===== src/rtl/fifo_burst_sum_pkg.sv =====
// Shared types and constants for the burst-sum consumer stage.
package fifo_burst_sum_pkg;

  typedef enum logic [0:0] {COLLECT = 1'b0, EMIT = 1'b1} state_t;

  localparam int BURSTS_W = 16;

  function automatic int clog2(input int v);
    int r;
    r = 0;
    while ((1 << r) < v) r++;
    return r;
  endfunction

endpackage


===== src/rtl/fifo_burst_sum_if.sv =====
// ENA/RDY method bundle: upstream first/deq pair and downstream enq.
// master = the burst-sum consumer, slave = the surrounding FIFOs.
interface fifo_burst_sum_if #(parameter int DATA_W = 32);
  logic [DATA_W-1:0] in_first;
  logic              in_first__RDY;
  logic              in_deq__RDY;
  logic              in_deq__ENA;
  logic [DATA_W-1:0] out_enq_v;
  logic              out_enq__ENA;
  logic              out_enq__RDY;

  modport master (
    input  in_first, in_first__RDY, in_deq__RDY, out_enq__RDY,
    output in_deq__ENA, out_enq_v, out_enq__ENA
  );
  modport slave (
    output in_first, in_first__RDY, in_deq__RDY, out_enq__RDY,
    input  in_deq__ENA, out_enq_v, out_enq__ENA
  );
endinterface


===== src/rtl/fifo_burst_sum_acc.sv =====
// Burst accumulator adder. FIFO_BURST_SUM_SAT_EN selects a saturating
// DATA_W+1-bit add with overflow flag; otherwise the sum wraps.
module fifo_burst_sum_acc #(
  parameter int DATA_W = 32
) (
  input  logic [DATA_W-1:0] acc,
  input  logic [DATA_W-1:0] word,
  input  logic              first,
  output logic [DATA_W-1:0] next_acc,
  output logic              ovf
);
`ifdef FIFO_BURST_SUM_SAT_EN
  logic [DATA_W:0] sum;

  always_comb begin
    sum      = {1'b0, acc} + {1'b0, word};
    next_acc = sum[DATA_W-1:0];
    ovf      = 1'b0;
    // Once saturated, any further add either carries again or adds zero.
    if (sum[DATA_W]) begin
      next_acc = '1;
      ovf      = 1'b1;
    end
    if (first) begin
      next_acc = word;
      ovf      = 1'b0;
    end
  end
`else
  always_comb begin
    next_acc = first ? word : acc + word;
    ovf      = 1'b0;
  end
`endif
endmodule


===== src/rtl/fifo_burst_sum.sv =====
// Pulls BURST_LEN words from an upstream FIFO, emits their sum downstream.
// Saturation is selected by FIFO_BURST_SUM_SAT_EN inside fifo_burst_sum_acc.
module fifo_burst_sum
  import fifo_burst_sum_pkg::*;
#(
  parameter int DATA_W    = 32,
  parameter int BURST_LEN = 4
) (
  input  logic                CLK,
  input  logic                nRST,
  fifo_burst_sum_if.master    bus,
  output logic [BURSTS_W-1:0] bursts_done,
  output logic                busy,
  output logic                sum_ovf
);
  localparam int CNT_W = clog2(BURST_LEN);
  localparam logic [CNT_W-1:0] LAST = CNT_W'(BURST_LEN - 1);

  state_t            state, state_nx;
  logic [DATA_W-1:0] acc, acc_nx, next_acc;
  logic [CNT_W-1:0]  cnt, cnt_nx;
  logic              take, emit_fire, first, ovf;

  // Outputs are gated by nRST so they read 0 while reset is held.
  assign emit_fire = nRST && (state == EMIT) && bus.out_enq__RDY;
  assign take      = nRST && bus.in_first__RDY && bus.in_deq__RDY &&
                     ((state == COLLECT) || emit_fire);
  assign first     = (state == EMIT) || (cnt == '0);

  assign bus.in_deq__ENA  = take;
  assign bus.out_enq__ENA = nRST && (state == EMIT);
  assign bus.out_enq_v    = nRST ? acc : '0;
  assign busy             = nRST && ((state != COLLECT) || (cnt != '0));

  fifo_burst_sum_acc #(.DATA_W(DATA_W)) u_acc (
    .acc      (acc),
    .word     (bus.in_first),
    .first    (first),
    .next_acc (next_acc),
    .ovf      (ovf)
  );

  always_ff @(posedge CLK) begin
    if (!nRST) begin
      state       <= COLLECT;
      acc         <= '0;
      cnt         <= '0;
      bursts_done <= '0;
      sum_ovf     <= 1'b0;
    end else begin
      state <= state_nx;
      acc   <= acc_nx;
      cnt   <= cnt_nx;
      if (emit_fire) bursts_done <= bursts_done + 1'b1;
      if (take && ovf) sum_ovf <= 1'b1;
    end
  end

  always_comb begin
    state_nx = state;
    acc_nx   = acc;
    cnt_nx   = cnt;
    case (state)
      COLLECT: if (take) begin
        acc_nx = next_acc;
        if (cnt == LAST) begin
          state_nx = EMIT;
          cnt_nx   = '0;
        end else begin
          cnt_nx = cnt + 1'b1;
        end
      end
      EMIT: if (emit_fire) begin
        state_nx = COLLECT;
        // Back-to-back: the first word of the next burst is taken this cycle.
        if (take) begin
          acc_nx = next_acc;
          cnt_nx = CNT_W'(1);
        end
      end
      default: state_nx = COLLECT;
    endcase
  end
endmodule


===== src/flat_wrapper.sv =====
// flat-port wrapper written by rule: the top's interface ports become plain ports
module fifo_burst_sum_flat import fifo_burst_sum_pkg::*;
#(
  parameter int DATA_W    = 32,
  parameter int BURST_LEN = 4
)
  (CLK, nRST, bursts_done, busy, sum_ovf, bus_in_first, bus_in_first__RDY, bus_in_deq__RDY, bus_out_enq__RDY, bus_in_deq__ENA, bus_out_enq_v, bus_out_enq__ENA);
  fifo_burst_sum_if #(.DATA_W(DATA_W)) bus_i ();
  input  logic CLK;
  input  logic nRST;
  output logic [BURSTS_W-1:0] bursts_done;
  output logic busy;
  output logic sum_ovf;
  input wire logic [$bits(bus_i.in_first)-1:0] bus_in_first;
  input wire logic [$bits(bus_i.in_first__RDY)-1:0] bus_in_first__RDY;
  input wire logic [$bits(bus_i.in_deq__RDY)-1:0] bus_in_deq__RDY;
  input wire logic [$bits(bus_i.out_enq__RDY)-1:0] bus_out_enq__RDY;
  output wire logic [$bits(bus_i.in_deq__ENA)-1:0] bus_in_deq__ENA;
  output wire logic [$bits(bus_i.out_enq_v)-1:0] bus_out_enq_v;
  output wire logic [$bits(bus_i.out_enq__ENA)-1:0] bus_out_enq__ENA;
  assign bus_i.in_first = bus_in_first;
  assign bus_i.in_first__RDY = bus_in_first__RDY;
  assign bus_i.in_deq__RDY = bus_in_deq__RDY;
  assign bus_i.out_enq__RDY = bus_out_enq__RDY;
  assign bus_in_deq__ENA = bus_i.in_deq__ENA;
  assign bus_out_enq_v = bus_i.out_enq_v;
  assign bus_out_enq__ENA = bus_i.out_enq__ENA;
  fifo_burst_sum #(.DATA_W(DATA_W), .BURST_LEN(BURST_LEN)) u_core (.CLK(CLK), .nRST(nRST), .bus(bus_i), .bursts_done(bursts_done), .busy(busy), .sum_ovf(sum_ovf));
endmodule

===== config.mk =====
export PLATFORM = sky130hd
export DESIGN_NAME = fifo_burst_sum_flat
export DESIGN_NICKNAME = d
export VERILOG_FILES = /design/src/rtl/fifo_burst_sum_pkg.sv /design/src/rtl/fifo_burst_sum_if.sv /design/src/rtl/fifo_burst_sum_acc.sv /design/src/rtl/fifo_burst_sum.sv /design/src/flat_wrapper.sv
export SDC_FILE = /design/constraint.sdc
export NUM_CORES = 1
export LEC_CHECK = 0
export ABC_CLOCK_PERIOD_IN_PS = 8660
export BUFFER_PORTS_ARGS = -buffer_cell sky130_fd_sc_hd__buf_2
export CELL_PAD_IN_SITES_DETAIL_PLACEMENT = 2
export CELL_PAD_IN_SITES_GLOBAL_PLACEMENT = 2
export CORE_MARGIN = 2
export CORE_UTILIZATION = 35
export CTS_BUF_LIST = sky130_fd_sc_hd__clkbuf_8
export CTS_CLUSTER_SIZE = 25
export DETAILED_ROUTE_END_ITERATION = 16
export PLACE_DENSITY = 0.95
export SLEW_MARGIN = 20
export SYNTH_ARGS = -nofsm -noshare
export SYNTH_HDL_FRONTEND = slang
export SYNTH_SLANG_ARGS = --single-unit

===== constraint.sdc =====
create_clock -name CLK -period 8.66 [get_ports CLK]
set_clock_uncertainty 0.2 [all_clocks]
set_input_delay 0.433 -clock CLK [delete_from_list [all_inputs] [get_ports CLK]]
set_output_delay 0.433 -clock CLK [all_outputs]
set_load 0.01 [all_outputs]

## After elaboration in Yosys (flattened, before gate mapping)

Cells that the tools add are included.

| storage, ports and cells | value |
|---|---|
| register bits after elaboration | 51 |
| bits of input ports | 37 |
| output and inout bits | 52 |
| logic and storage cells | 38 |

| operators by class | value |
|---|---|
| $add $sub $neg | 3 |
| equal/unequal tests | 4 |
| muxes and demuxes | 14 |
| bitwise operators | 1 |
| reduce and logical (&&, ||, !) cells | 12 |

Operators with widths:

| operator | number |
|---|---|
| 2-to-1 mux 32 bit | 4 |
| one-hot mux 32 bit (2 select lines) | 1 |
| adder 32 bit | 1 |
| adder 16 x 1 -> 16 bit, second input constant | 1 |
| 2-to-1 mux 2 bit | 4 |
| logical AND 1 bit | 6 |
| inequality test 2 bit, second input constant | 3 |
| one-hot mux 2 bit (2 select lines) | 1 |
| logical OR 1 bit | 3 |
| 2-to-1 mux 1 bit | 3 |
| AND reduction 3 bit | 1 |
| adder 2 x 1 -> 2 bit, second input constant | 1 |
| == test 2 bit, second input constant | 1 |
| logical NOT 2 bit | 1 |
| one-hot mux 1 bit (2 select lines) | 1 |
| nonzero test 2 bit | 1 |
| inverter 1 bit | 1 |

## Depth between registers and ports, before layout

Gate-level depths: netlist (run 1).

| logic depth | value |
|---|---|
| depth in word-level cells | 7 |
| gate-level depth with buffers | 11 |
| gate-level depth less buffers | 11 |

## Cells and area by module

A second synthesis (run 1) with hierarchy kept.

| second synthesis, totals | value |
|---|---|
| cells, all modules | 588 |
| area, all modules | 4424.2 µm² |

Modules (own cells, without submodules):

| module | times used | cells each | area each (µm²) | seq. area each (µm²) |
|---|---|---|---|---|
| fifo_burst_sum | 1 | 285 | 2277.2 | 1041.0 |
| fifo_burst_sum_acc | 1 | 303 | 2147.1 | 0.0 |

## Worst setup path after synthesis (run 1)

No wires, ideal clock.

| timing path | value |
|---|---|
| path type | input to register |
| start | input port bus_in_first[0] |
| end | register u_core.acc[28] |
| setup time | 86 ps |
| arrival | 2705 ps |
| required time | 8374 ps |
| path slack | 5670 ps |
| cell stages on the path | 11 |
| buffers on the path | 0 |
| path through | ha_1 > fa_1 > a21o_1 > a221oi_4 > o221ai_2 > o31a_4 > nand4_2 > a31oi_2 > a31o_1 > xnor2_1 > a211oi_1 |

| between the ends | value |
|---|---|
| longest elaborated chain between the ends | 5 |

RTL lines:

| element | RTL line | text |
|---|---|---|
| from (decl) | flat_wrapper.sv:14 | `input wire logic [$bits(bus_i.in_first)-1:0] bus_in_first;` |
| adder 32 bit (*) | fifo_burst_sum_acc.sv:31 | `next_acc = first ? word : acc + word;` |
| 2-to-1 mux 32 bit (*) | fifo_burst_sum_acc.sv:31 |  |
| 2-to-1 mux 32 bit (*) | fifo_burst_sum.sv:64, fifo_burst_sum.sv:76 |  |
| 2-to-1 mux 32 bit | fifo_burst_sum.sv:73 | `EMIT: if (emit_fire) begin` |
| one-hot mux 32 bit (2 select lines) (*) | fifo_burst_sum.sv:63 | `case (state)` |
| to (signal assigned) | fifo_burst_sum.sv:52 | `acc <= acc_nx;` |
| to (decl) | fifo_burst_sum.sv:20 | `logic [DATA_W-1:0] acc, acc_nx, next_acc;` |

Mark *: on every way between the ends. The rest lies on a longest branch, timed or not. The select of a mux whose other input is x is not followed.
A chain may end at the register's enable or synchronous reset.

## Final worst setup path (run 1)

| timing path | value |
|---|---|
| start | input port nRST |
| end | output port bus_in_deq__ENA |

| between the ends | value |
|---|---|
| longest elaborated chain between the ends | 4 |
| elaborated cells on any way between the ends | 6 |
| those cells by class | 6 x reduce/logical |

RTL lines:

| element | RTL line | text |
|---|---|---|
| from (decl) | flat_wrapper.sv:10 | `input logic nRST;` |
| logical AND 1 bit (2 in series) | fifo_burst_sum.sv:25 | `assign emit_fire = nRST && (state == EMIT) && bus.out_enq__RDY;` |
| logical OR 1 bit | fifo_burst_sum.sv:27 | `((state == COLLECT) \|\| emit_fire);` |
| logical AND 1 bit (*) | fifo_burst_sum.sv:26 | `assign take = nRST && bus.in_first__RDY && bus.in_deq__RDY &&` |
| to (decl) | flat_wrapper.sv:18 | `output wire logic [$bits(bus_i.in_deq__ENA)-1:0] bus_in_deq__ENA;` |

Mark *: on every way between the ends. The rest lies on a longest branch, timed or not.

==> out/metrics.cfg, run 1 <==
[route]
drc_errors=0
wl_per_cell_um=20.8
drtAntennaViolNets=0
dr.pass1.iters=4
viasPerCell=5.73
drt-initial-drc-count=187
routed_wl_mm=15.3
vias=4217

[run]
cap_violations=0

[sta]
relSlewSlack_pct=38.8
tightest_slew_ps=918
finalSetupViolations=0
rsz0062_at_grt=no
period_share_pct=44.0
fmaxAchievable_mhz=263
hold_viol_final=0
period_minus_slack_ps=3810
maxSlewViolCount=0
finalSetupTns_ps=0

[placement]
dp_cells=728
portBuffers=87
globalplace.congestion=0.836
place_hpwl_mm=11.1

[logic_synthesis]
async_flop_share_pct=0
syn_nets=596
synth.distinct_cells=59
synth_edf_count=0
synth-warning-count=0
syn_inst=524
syn_area_per_cell_sq_um=7.74
synth_ff_type=dfxtp_1
syn_area_sq_um=4060
synth_area_leader_cell=dfxtp_1
ys_ff_latch=51
ys_top_cells_by_area=dfxtp_1 25%, ha_1 10%, and2_1 6.8%
seq_area_frac_synth_pct=25.2
synth.top_cell.area_share_pct=25.2

[finish]
fillerInstances=1326
fin_cells=736
multiInputGateArea_sq_um=2900
drive_above_1_share_pct=19.1
seqCellArea_sq_um=1020
insertedDiodeCount=0
final_nets=664
syn_to_final_growth_pct=15.2

[global_routing]
grt_pass1_wl_mm=24.9
grt_overflow=0
grt.total_usage_pct=24.4
antenna_found_initial=0
grt_max_degree=57
grt_pass1_vias=4752

[clocking]
cts_setup_buffers=0
postCtsHoldBufs=0
cts_buffer_depth=2
root_buffer=clkbuf_8
clock_latency_ps=340
cts_buffers=5
cts_sinks=51
ctsResizeCount=0
htree_num_levels=2
clk_pin_slew_worst_paths_ps=120
cts_tree=built

[power]
cellPowerDensity_nw_per_um2=136
finalPower_uw=634
leakage_nw=2.25
peakVddDrop_mv=0.0660

[min_path]
hp-class=in2reg

[critical_path]
crit_required_ps=8030
cp.arrival_ps=3170
critPathKind=in2out
cp_max_fo=56
reg2reg_slack_ps=5240
startpoint_type=input pin
worst_setup_path_end_kind=primary output

[floorplanning]
dieWidth_um=112
io_pins=89
coreArea_sq_um=11400
num_rows=39
initial_core_util_pct=35.7
dieArea_sq_um=12500
die_y_um=112

[run_status]
status=complete, no violations

-- sequential cells by signal, summed over array words and instances, names as in the netlist --
name	flops
u_core.acc	32
u_core.cnt	2
u_core.bursts_done	16
u_core.state	1
-- critical path, cell delays in order --
cell and delay (ps):
buf_2 670, nand3_1 230, a21o_1 550, inv_1 600, buf_4 450, buf_2 210
-- synth_stat cells (2+ instances only) --
library cell  count
a31oi_1           9
and3_1           10
xor2_1           12
nand2_1          44
o211ai_1          2
o21a_1            4
a21oi_1          52
a311oi_1          2
or3_1             3
a31oi_2           2
inv_1             8
dfxtp_1          51
nand2b_1          2
a21o_1           24
nor2_1           54
or4_1             2
a221o_1           3
a31o_2            3
o21ai_0          21
clkbuf_1         23
mux2i_1           6
nand3_1          15
a21boi_0          6
nand4_1           8
o211a_1           2
and2_1           44
a21boi_1          2
nor3_1            7
a21oi_2           2
a22oi_1           2
buf_1             4
o21bai_1          2
a211oi_1          7
nor2b_1           4
xnor2_1          25
ha_1             34
-- layout make-up --
class / count / share of cell area (%)
Multi-Input combinational cell: 437 / 62.0
Sequential cell: 51 / 21.9
Clock inverter: 3 / 0.562
Inverter: 8 / 0.643
Clock buffer: 5 / 1.47
Tap cell: 143 / 3.83
Timing Repair Buffer: 89 / 9.64
-- layout by cell type, fill, tap and decap left out, drive strengths merged, types with 4 or more instances in the layout --
master	count
buf	89
nor2	54
a21oi	54
dfxtp	51
and2	45
nand2	44
ha	34
xnor2	25
a21o	24
o21ai	22
nand3	15
xor2	12
and3	11
a31oi	11
inv	10
nand4	9
a21boi	8
a211oi	7
nor3	7
mux2i	6
clkbuf	5
nor2b	4
o21a	4
a31o	4
-- per-layer routing --
| layer | routed length (um) | GRT usage (%) | vias to the layer above |
|---|---|---|---|
| met2 | 7730 | 43.9 | 124 |
| met4 | 494 | 10.0 | 0 |
| met3 | 545 | 3.32 | 40 |
| met5 | 0 | 0 | - |
| li1 | - | - | 1991 |
| met1 | 6540 | 29.1 | 2062 |
-- worst paths after layout --
path / from / to / depth (start not counted)
worst min-delay path: bus_in_first[7] / u_core.acc[7]$_SDFFE_PN0P_ / 3
worst min register to register: u_core.bursts_done[1]$_SDFFE_PN0P_ / u_core.bursts_done[1]$_SDFFE_PN0P_ / 2
worst max register to register: u_core.acc[0]$_SDFFE_PN0P_ / u_core.acc[28]$_SDFFE_PN0P_ / 11
worst max-delay path: nRST / bus_in_deq__ENA / 6
-- stage by stage --
step	hold slack, ps	util (%)	worst slack [ps]	cell area [sq um]
after floorplan	289	-	5670	4060
after global placement	288	40.3	5010	4580
after detailed placement	320	40.3	4840	4580
after CTS	160	41.1	4830	4670
after global routing	184	41.1	4650	4670
final	169	41.1	4850	4670
-- logic make-up (layout without fill, tap and decap cells) --
kind of cell,after synthesis,count (layout),share of synthesized area [%]
AOI/OAI and AO/OA,156,156,26.1
xor gates and xnor gates,37,37,7.99
adders and majority gates,35,35,11.0
buffers and inverters,36,105,3.42
DFF,51,51,25.2
muxes,6,6,1.48
other,1,1,0.0924
and+or+nand+nor,202,202,24.8
-- where the power goes --
part           internal [mW]  switching [mW]  total, mW
sequential             0.246         0.00729      0.254
clock                 0.0600           0.102      0.162
combinational         0.0844           0.134      0.218
No activity file was read; power rests on OpenSTA's default activity.
==> run 2, diff against run 1 <==
--- a/config.mk
+++ b/config.mk
@@ -5,12 +5,13 @@
 export SDC_FILE = /design/constraint.sdc
 export NUM_CORES = 1
 export LEC_CHECK = 0
-export ABC_CLOCK_PERIOD_IN_PS = 8660
+export ABC_AREA = 1
+export ABC_CLOCK_PERIOD_IN_PS = 3580
 export BUFFER_PORTS_ARGS = -buffer_cell sky130_fd_sc_hd__buf_2
 export CELL_PAD_IN_SITES_DETAIL_PLACEMENT = 2
 export CELL_PAD_IN_SITES_GLOBAL_PLACEMENT = 2
 export CORE_MARGIN = 2
-export CORE_UTILIZATION = 35
+export CORE_UTILIZATION = 29
 export CTS_BUF_LIST = sky130_fd_sc_hd__clkbuf_8
 export CTS_CLUSTER_SIZE = 25
 export DETAILED_ROUTE_END_ITERATION = 16
==> constraint.sdc (replaced) <==
create_clock -name CLK -period 3.58 [get_ports CLK]
set_clock_uncertainty 0.2 [all_clocks]
set_input_delay 0.179 -clock CLK [delete_from_list [all_inputs] [get_ports CLK]]
set_output_delay 0.179 -clock CLK [all_outputs]
set_load 0.01 [all_outputs]
==> run 2 against run 1 <==
Hold slack lost 140 ps. Sequential power grew 140%. Via count grew 45%. Critical path depth grew 5. Die area grew 43%. Synthesized cell count grew 69%. Core utilization shrank 5.5 points. Non-clock buffer count grew 26. Combinational power grew to 2.7 times the previous value. Critical endpoint is now u_core.acc[14]$_SDFFE_PN0P_.
==> out/metrics.cfg, run 2 <==
[power]
p_int_uw=933  ; was 391 uW
cellPowerDensity_nw_per_um2=276  ; was 136 nW/um^2
p_seq_share_pct=37.7  ; was 40.0%
peakVddDrop_mv=0.139  ; was 0.0660 mV
clkPwrFrac_pct=25.5  ; was 25.6%
pwr-share-comb_pct=36.8  ; was 34.4%
leakage_nw=3.54  ; was 2.25 nW
switching_share_pct=42.7  ; was 38.4%
p_sw_uw=694  ; was 244 uW

[logic_synthesis]
synth_edf_count=0  ; unchanged
async_flop_share_pct=0  ; unchanged
syn_nets=957  ; was 596
synth_common_cells=338 x nand2_1, 168 x inv_1, 88 x nor2_1  ; was 54 x nor2_1, 52 x a21oi_1, 51 x dfxtp_1
synth.top_cell.area_share_pct=26.0  ; was 25.2%
synth.distinct_cells=37  ; was 59
syn_area_per_cell_sq_um=5.52  ; was 7.74 sq um
syn_inst=885  ; was 524
synth_most_common_cell=nand2_1  ; was nor2_1
seq_area_frac_synth_pct=20.9  ; was 25.2%
synth_ff_type=dfxtp_1  ; unchanged
synth-warning-count=0  ; unchanged
ys_ff_latch=51  ; unchanged
synth_area_leader_cell=nand2_1  ; was dfxtp_1
syn_area_sq_um=4880  ; was 4060 sq um
ys_top_cells_by_area=nand2_1 26%, dfxtp_1 21%, inv_1 13%  ; was dfxtp_1 25%, ha_1 10%, and2_1 6.8%

[placement]
place_hpwl_mm=15.5  ; was 11.1 mm
globalplace.congestion=0.845  ; was 0.836
place_ws_ps=1140  ; was 4840 ps
portBuffers=87  ; unchanged

[clocking]
htree_num_levels=2  ; unchanged
cts_sinks=51  ; unchanged
cts_buffer_depth=2  ; unchanged
ctsResizeCount=0  ; unchanged
cts_tree=built  ; unchanged
cts_setup_buffers=0  ; unchanged
postCtsHoldBufs=25  ; was 0
clock_latency_ps=360  ; was 340 ps
cts_buffers=5  ; unchanged
root_buffer=clkbuf_8  ; unchanged
clk_pin_slew_worst_paths_ps=120  ; about the same

[sta]
maxSlewViolCount=0  ; unchanged
holdWs_ps=27.7  ; was 169 ps
rsz0062_at_grt=no  ; unchanged
hold_viol_final=0  ; unchanged
tightest_slew_ps=696  ; was 918 ps
relSlewSlack_pct=53.6  ; was 38.8%
period_minus_slack_ps=2710
finalSetupViolations=0  ; unchanged
period_share_pct=75.8
finalSetupTns_ps=0  ; unchanged
fmaxAchievable_mhz=369
worst_slack_ps=868  ; was 4850 ps

[finish]
multiInputGateArea_sq_um=3150  ; was 2900 sq um
final_common_cell=nand2_1  ; was buf_2
layout_common_cells=338 x nand2_1, 168 x inv_1, 87 x nor2_1, 87 x buf_2, 58 x nand3_1  ; was 87 x buf_2, 54 x nor2_1, 52 x a21oi_1
syn_to_final_growth_pct=20.6  ; was 15.2%
regMostFlops=u_core.acc  ; unchanged
seqCellArea_sq_um=1020  ; unchanged
fillerInstances=2118  ; was 1326
final_nets=1061  ; was 664
insertedDiodeCount=0  ; unchanged
largest_reg_flops=32  ; unchanged
reg_top3=u_core.acc (32), u_core.bursts_done (16), u_core.cnt (2)  ; unchanged
drive_above_1_share_pct=11.5  ; was 19.1%

[critical_path]
reg2reg_depth=9  ; was 11
cp_cell_sequence=dlygate4sd3_1 -> buf_2 -> ha_1 -> fa_1 -> nand2_1 -> nand3_1 -> nand2_1 -> nand2_1 -> xor2_1 -> nor2_1 -> o21ai_0  ; was buf_2 -> nand3_1 -> a21o_1 -> inv_1 -> buf_4 -> buf_2
cp.arrival_ps=2790  ; was 3170 ps
max_stage_delay_ps=540  ; was 670 ps
cp_max_fo=4  ; was 56
crit_top_cell=nand2_1  ; was buf_2
worst_setup_path_end_kind=flip-flop  ; was primary output
crit_required_ps=3660  ; was 8030 ps
critPathKind=in2reg  ; was in2out
cpMaxStageDelayCell=dlygate4sd3_1  ; was buf_2
startpoint_type=input pin  ; unchanged

[route]
drtAntennaViolNets=0  ; unchanged
viasPerCell=5.05  ; was 5.73
drt-initial-drc-count=230  ; was 187
vias=6111  ; was 4217
drc_errors=0  ; unchanged
dr.pass1.iters=4  ; unchanged
routed_wl_mm=22.9  ; was 15.3 mm
wl_per_cell_um=18.9  ; was 20.8 um

[global_routing]
grt.total_usage_pct=26.1  ; was 24.4%
antenna_found_initial=1  ; was 0
grt_max_degree=57  ; unchanged
grt_pass1_vias=7048  ; was 4752
grt_pass1_wl_mm=37.2  ; was 24.9 mm
grt_overflow=0  ; unchanged

[floorplanning]
dieWidth_um=134  ; was 112 um
num_rows=47  ; was 39
initial_core_util_pct=29.5  ; was 35.7%
dieArea_sq_um=17900  ; was 12500 sq um
die_y_um=134  ; was 112 um
io_pins=89  ; unchanged
coreArea_sq_um=16500  ; was 11400 sq um

[run_status]
status=complete, no violations  ; unchanged

[run]
cap_violations=0  ; unchanged

[min_path]
min_delay_path_depth=5  ; was 3
hp-class=in2reg  ; unchanged

run 2: changes by cell type after synthesis, moves of 15 or more:
cell / change
nand2_1: +294
inv_1: +160
nand3_1: +43
and2_1: -41
nor2_1: +34
a21o_1: -22
a21oi_1: -16
clkbuf_1: -16
xnor2_1: -15
run 2: final cells by class:
class | instances | area share, %
Sequential cell | 51 | 17.4
Clock buffer | 5 | 1.17
Tap cell | 220 | 4.68
Inverter | 170 | 10.8
Timing Repair Buffer | 115 | 12.0
Multi-Input combinational cell | 646 | 53.5
Clock inverter | 3 | 0.383
run 2: final timing paths:
check / from / endpoint / slack (ps)
setup reg to reg: u_core.acc[0]$_SDFFE_PN0P_ / u_core.acc[14]$_SDFFE_PN0P_ / 1010
hold reg to reg: u_core.bursts_done[12]$_SDFFE_PN0P_ / u_core.bursts_done[12]$_SDFFE_PN0P_ / 300
hold / removal: bus_in_first[18] / u_core.acc[18]$_SDFFE_PN0P_ / 30
setup / recovery: bus_in_first[0] / u_core.acc[14]$_SDFFE_PN0P_ / 870
run 2: kinds of logic after synthesis:
family,after synthesis,share of synthesized area (%)
buffers and inverters,188,14.7
adders and majority gates,35,9.13
AOI/OAI and AO/OA,86,9.84
and+or+nand+nor,508,42.5
other,1,0.0768
DFF,51,20.9
xor gates and xnor gates,16,2.87
run 2: power groups by stage:
stage	combinational [mW]	sequential [mW]	clock, mW
final	0.598	0.613	0.416
after global routing	0.659	0.616	0.440
after CTS	0.566	0.611	0.425
after detailed placement	0.535	0.623	0
after global placement	0.498	0.621	0
after floorplan	0.357	0.617	0
run 2: worst max-delay path: cells and delay by family:
family | cells | cell delay (ps)
compound gates | 1 | 200
xor+xnor | 1 | 310
fa+ha+maj | 2 | 740
buf+inv | 2 | 670
simple gates | 5 | 680
run 2: metrics by stage:
step,std cells,total power [mW],instance area [sq um],util [%]
3_3_place_gp,1177,1.12,5540,33.5
2_1_floorplan,885,0.974,4880,-
6_report,1210,1.63,5880,35.6
5_1_grt,1210,1.71,5880,35.6
4_1_cts,1210,1.60,5880,35.6
3_5_place_dp,1177,1.16,5540,33.5
run 2: routing by layer:
layer,track usage (%),routed length (um),vias up
li1,-,-,2899
met1,30.7,9790,3020
met2,47.9,11500,147
met3,4.79,976,45
met4,7.92,582,0
met5,0,0,-
==> run 3, diff against run 2 <==
--- a/config.mk
+++ b/config.mk
@@ -5,8 +5,8 @@
 export SDC_FILE = /design/constraint.sdc
 export NUM_CORES = 1
 export LEC_CHECK = 0
-export ABC_AREA = 1
-export ABC_CLOCK_PERIOD_IN_PS = 3580
+export ABC_AREA = 0
+export ABC_CLOCK_PERIOD_IN_PS = 2400
 export BUFFER_PORTS_ARGS = -buffer_cell sky130_fd_sc_hd__buf_2
 export CELL_PAD_IN_SITES_DETAIL_PLACEMENT = 2
 export CELL_PAD_IN_SITES_GLOBAL_PLACEMENT = 2
@@ -15,7 +15,7 @@
 export CTS_BUF_LIST = sky130_fd_sc_hd__clkbuf_8
 export CTS_CLUSTER_SIZE = 25
 export DETAILED_ROUTE_END_ITERATION = 16
-export PLACE_DENSITY = 0.95
+export PLACE_DENSITY = 0.91
 export SLEW_MARGIN = 20
 export SYNTH_ARGS = -nofsm -noshare
 export SYNTH_HDL_FRONTEND = slang
==> constraint.sdc (replaced) <==
create_clock -name CLK -period 2.4 [get_ports CLK]
set_clock_uncertainty 0.2 [all_clocks]
set_input_delay 0.12 -clock CLK [delete_from_list [all_inputs] [get_ports CLK]]
set_output_delay 0.12 -clock CLK [all_outputs]
set_load 0.01 [all_outputs]
==> run 3 against run 2 <==
Critical path type is now reg2reg. The flow now finishes with violations (setup timing). Core utilization is 11 points higher. Final area up 8.2%. Count of clock-buffer cells in the layout unchanged. Highest routed layer unchanged. Cell count decreased by 27%. Via count is 17% lower.
==> out/metrics.cfg, run 3 (synthesized netlist as in run 1, its figures left out) <==
[run_status]
status=finished, violations left  ; was complete, no violations
failed_checks=setup timing

[global_routing]
grt_pass1_wl_mm=31.3  ; was 37.2 mm
antenna_found_initial=0  ; was 1
grt_max_degree=36  ; was 57
busiest_layer=met2  ; unchanged
grt.total_usage_pct=27.5  ; was 26.1%
use_met1_pct=29.6  ; was 30.7%
grt_overflow=0  ; unchanged
use_met3_pct=6.23  ; was 4.79%
use_met2_pct=50.7  ; was 47.9%
grt_pass1_vias=5509  ; was 7048

[sta]
worst_slack_ps=-906  ; was 868 ps
period_minus_slack_ps=3310
hold_viol_final=0  ; unchanged
tightest_slew_ps=718  ; was 696 ps
fmaxAchievable_mhz=302
finalSetupViolations=24  ; was 0
period_share_pct=138
rsz0062_at_grt=yes  ; was no
maxSlewViolCount=0  ; unchanged
relSlewSlack_pct=51.7  ; was 53.6%

[critical_path]
critPathKind=reg2reg  ; was in2reg
rr_startpoint=u_core.acc[0]$_SDFFE_PN0P_  ; unchanged
cpMaxStageDelayCell=a221oi_4  ; was dlygate4sd3_1
crit_family=compound AO/OA/AOI/OAI gates  ; was adder cells
cp_max_fo=4  ; unchanged
reg2reg_slack_ps=-910  ; was 1010 ps
startpoint_type=flip-flop  ; was input pin
cp_cell_sequence=ha_4 -> fa_2 -> a21o_1 -> a221oi_4 -> o221ai_4 -> o31a_4 -> nand4_4 -> a31oi_4 -> a31o_1 -> xnor2_1 -> a211oi_1  ; was dlygate4sd3_1 -> buf_2 -> ha_1 -> fa_1 -> nand2_1 -> nand3_1 -> nand2_1 -> nand2_1 -> xor2_1 -> nor2_1 -> o21ai_0
worst_setup_path_end_kind=flip-flop  ; unchanged
crit_buf_inv=0  ; was 2
cp.arrival_ps=3350  ; was 2790 ps
r2r_end=u_core.acc[28]$_SDFFE_PN0P_  ; was u_core.acc[14]$_SDFFE_PN0P_
startpoint=u_core.acc[0]$_SDFFE_PN0P_  ; was bus_in_first[0]
reg2reg_depth=11  ; was 9
max_stage_delay_ps=380  ; was 540 ps
crit_required_ps=2450  ; was 3660 ps

[route]
drc_errors=0  ; unchanged
drt-initial-drc-count=247  ; was 230
vias=5065  ; was 6111
drtAntennaViolNets=0  ; unchanged
routed_wl_mm=24.2  ; was 22.9 mm
wl_per_cell_um=27.3  ; was 18.9 um
dr.pass1.iters=6  ; was 4
viasPerCell=5.70  ; was 5.05

[power]
peakVddDrop_mv=0.245  ; was 0.139 mV
cellPowerDensity_nw_per_um2=457  ; was 276 nW/um^2
switching_share_pct=41.5  ; was 42.7%
finalPower_mw=2.91  ; was 1.63 mW
pwr-share-comb_pct=47.5  ; was 36.8%
clkPwrFrac_pct=20.5  ; was 25.5%
p_int_mw=1.70  ; was 933 uW
leakage_nw=2.88  ; was 3.54 nW
p_seq_share_pct=32.0  ; was 37.7%
p_sw_mw=1.21  ; was 694 uW

[finish]
layout_common_cells=87 x buf_2, 70 x buf_4, 45 x and2_1, 45 x nor2_1, 42 x dfxtp_1  ; was 338 x nand2_1, 168 x inv_1, 87 x nor2_1, 87 x buf_2, 58 x nand3_1
reg_top3=u_core.acc (32), u_core.bursts_done (16), u_core.cnt (2)  ; unchanged
largest_reg_flops=32  ; unchanged
insertedDiodeCount=0  ; unchanged
multiInputGateArea_sq_um=3530  ; was 3150 sq um
syn_to_final_growth_pct=56.9  ; was 20.6%
fin_cells=888  ; was 1210
drive_above_1_share_pct=39.4  ; was 11.5%
regMostFlops=u_core.acc  ; unchanged
final_nets=779  ; was 1061
fillerInstances=1532  ; was 2118
seqCellArea_sq_um=1030  ; was 1020 sq um
fin_util_pct=46.2  ; was 35.6%
final_common_cell=buf_2  ; was nand2_1

[min_path]
min_delay_path_depth=4  ; was 5
hp-class=in2reg  ; unchanged
holdPathEnd=u_core.acc[0]$_SDFFE_PN0P_  ; was u_core.acc[18]$_SDFFE_PN0P_
hp-start=bus_in_first[0]  ; was bus_in_first[18]

[floorplanning]
die_y_um=122  ; was 134 um
dieWidth_um=122  ; was 134 um
num_rows=43  ; was 47
dieArea_sq_um=15000  ; was 17900 sq um
io_pins=89  ; unchanged
initial_core_util_pct=29.5  ; about the same
coreArea_sq_um=13800  ; was 16500 sq um

[placement]
place_hpwl_mm=13.0  ; was 15.5 mm
dp_cells=826  ; was 1177
portBuffers=87  ; unchanged
place_ws_ps=-657  ; was 1140 ps
globalplace.congestion=0.831  ; was 0.845

[clocking]
cts_buffer_depth=2  ; unchanged
cts_sinks=51  ; unchanged
clock_latency_ps=370  ; was 360 ps
clk_pin_slew_worst_paths_ps=110  ; was 120 ps
cts_buffers=5  ; unchanged
root_buffer=clkbuf_8  ; unchanged
htree_num_levels=2  ; unchanged
cts_tree=built  ; unchanged

[run]
cap_violations=0  ; unchanged

## run 3: power groups by stage
stage               clock network (mW)  registers [mW]  logic (mW)
global placement                     0           0.929       0.846
global route                     0.628           0.933        1.44
floorplan                            0           0.925       0.549
CTS                              0.603           0.918        1.08
detailed placement                   0           0.935       0.925
finish                           0.596           0.932        1.38
## run 3: routing by layer
layer / wire, um / up-vias
li1: - / 2228
met2: 12600 / 173
met4: 1140 / 0
met5: 0 / -
met1: 9410 / 2594
met3: 1100 / 70
## run 3: what timing repair did
item                       in CTS  in global routing
buffers inserted               10                 11
pin swaps                      26                 33
hold endpoints to repair       34                  0
gates cloned                    0                  0
setup endpoints to repair      24                 25
gates resized for setup        53                 75
hold buffers                   33                  0
## run 3: metrics by stage
| step | setup TNS (ps) | cell area, sq um | hold slack [ps] |
|---|---|---|---|
| 6_report | -10950 | 6360 | 48.0 |
| 5_1_grt | -12650 | 6360 | 74.0 |
| 4_1_cts | -6140 | 5900 | 62.7 |
| 3_5_place_dp | -7480 | 5160 | 209 |
| 3_3_place_gp | -4080 | 5160 | 187 |
| 2_1_floorplan | -1760 | 4120 | 32.9 |
## run 3: worst max path at each step
stage | depth (start not counted) | slack, ps | to
floorplan | 11 | -390 | u_core.acc[28]$_SDFFE_PN0P_
global placement | 11 | -510 | u_core.acc[28]$_SDFFE_PN0P_
detailed placement | 11 | -660 | u_core.acc[28]$_SDFFE_PN0P_
CTS | 11 | -620 | u_core.acc[28]$_SDFFE_PN0P_
global route | 11 | -980 | u_core.acc[28]$_SDFFE_PN0P_
finish | 11 | -910 | u_core.acc[28]$_SDFFE_PN0P_
## run 3: area by class of cell
class | instances | share of cell area [%]
repair buffers | 204 | 22.9
multi-input cells | 437 | 55.4
clock buffers | 5 | 1.08
inverters | 8 | 0.472
flip-flops and latches | 51 | 16.2
clock inverters | 3 | 0.374
well taps | 180 | 3.54
## run 3: worst min-delay path: cells and delay by family
kind	cells	cell delay (ps)
and+or+nand+nor	1	50
adders and majority gates	1	210
buffers and inverters	1	120
AOI/OAI and AO/OA	1	70
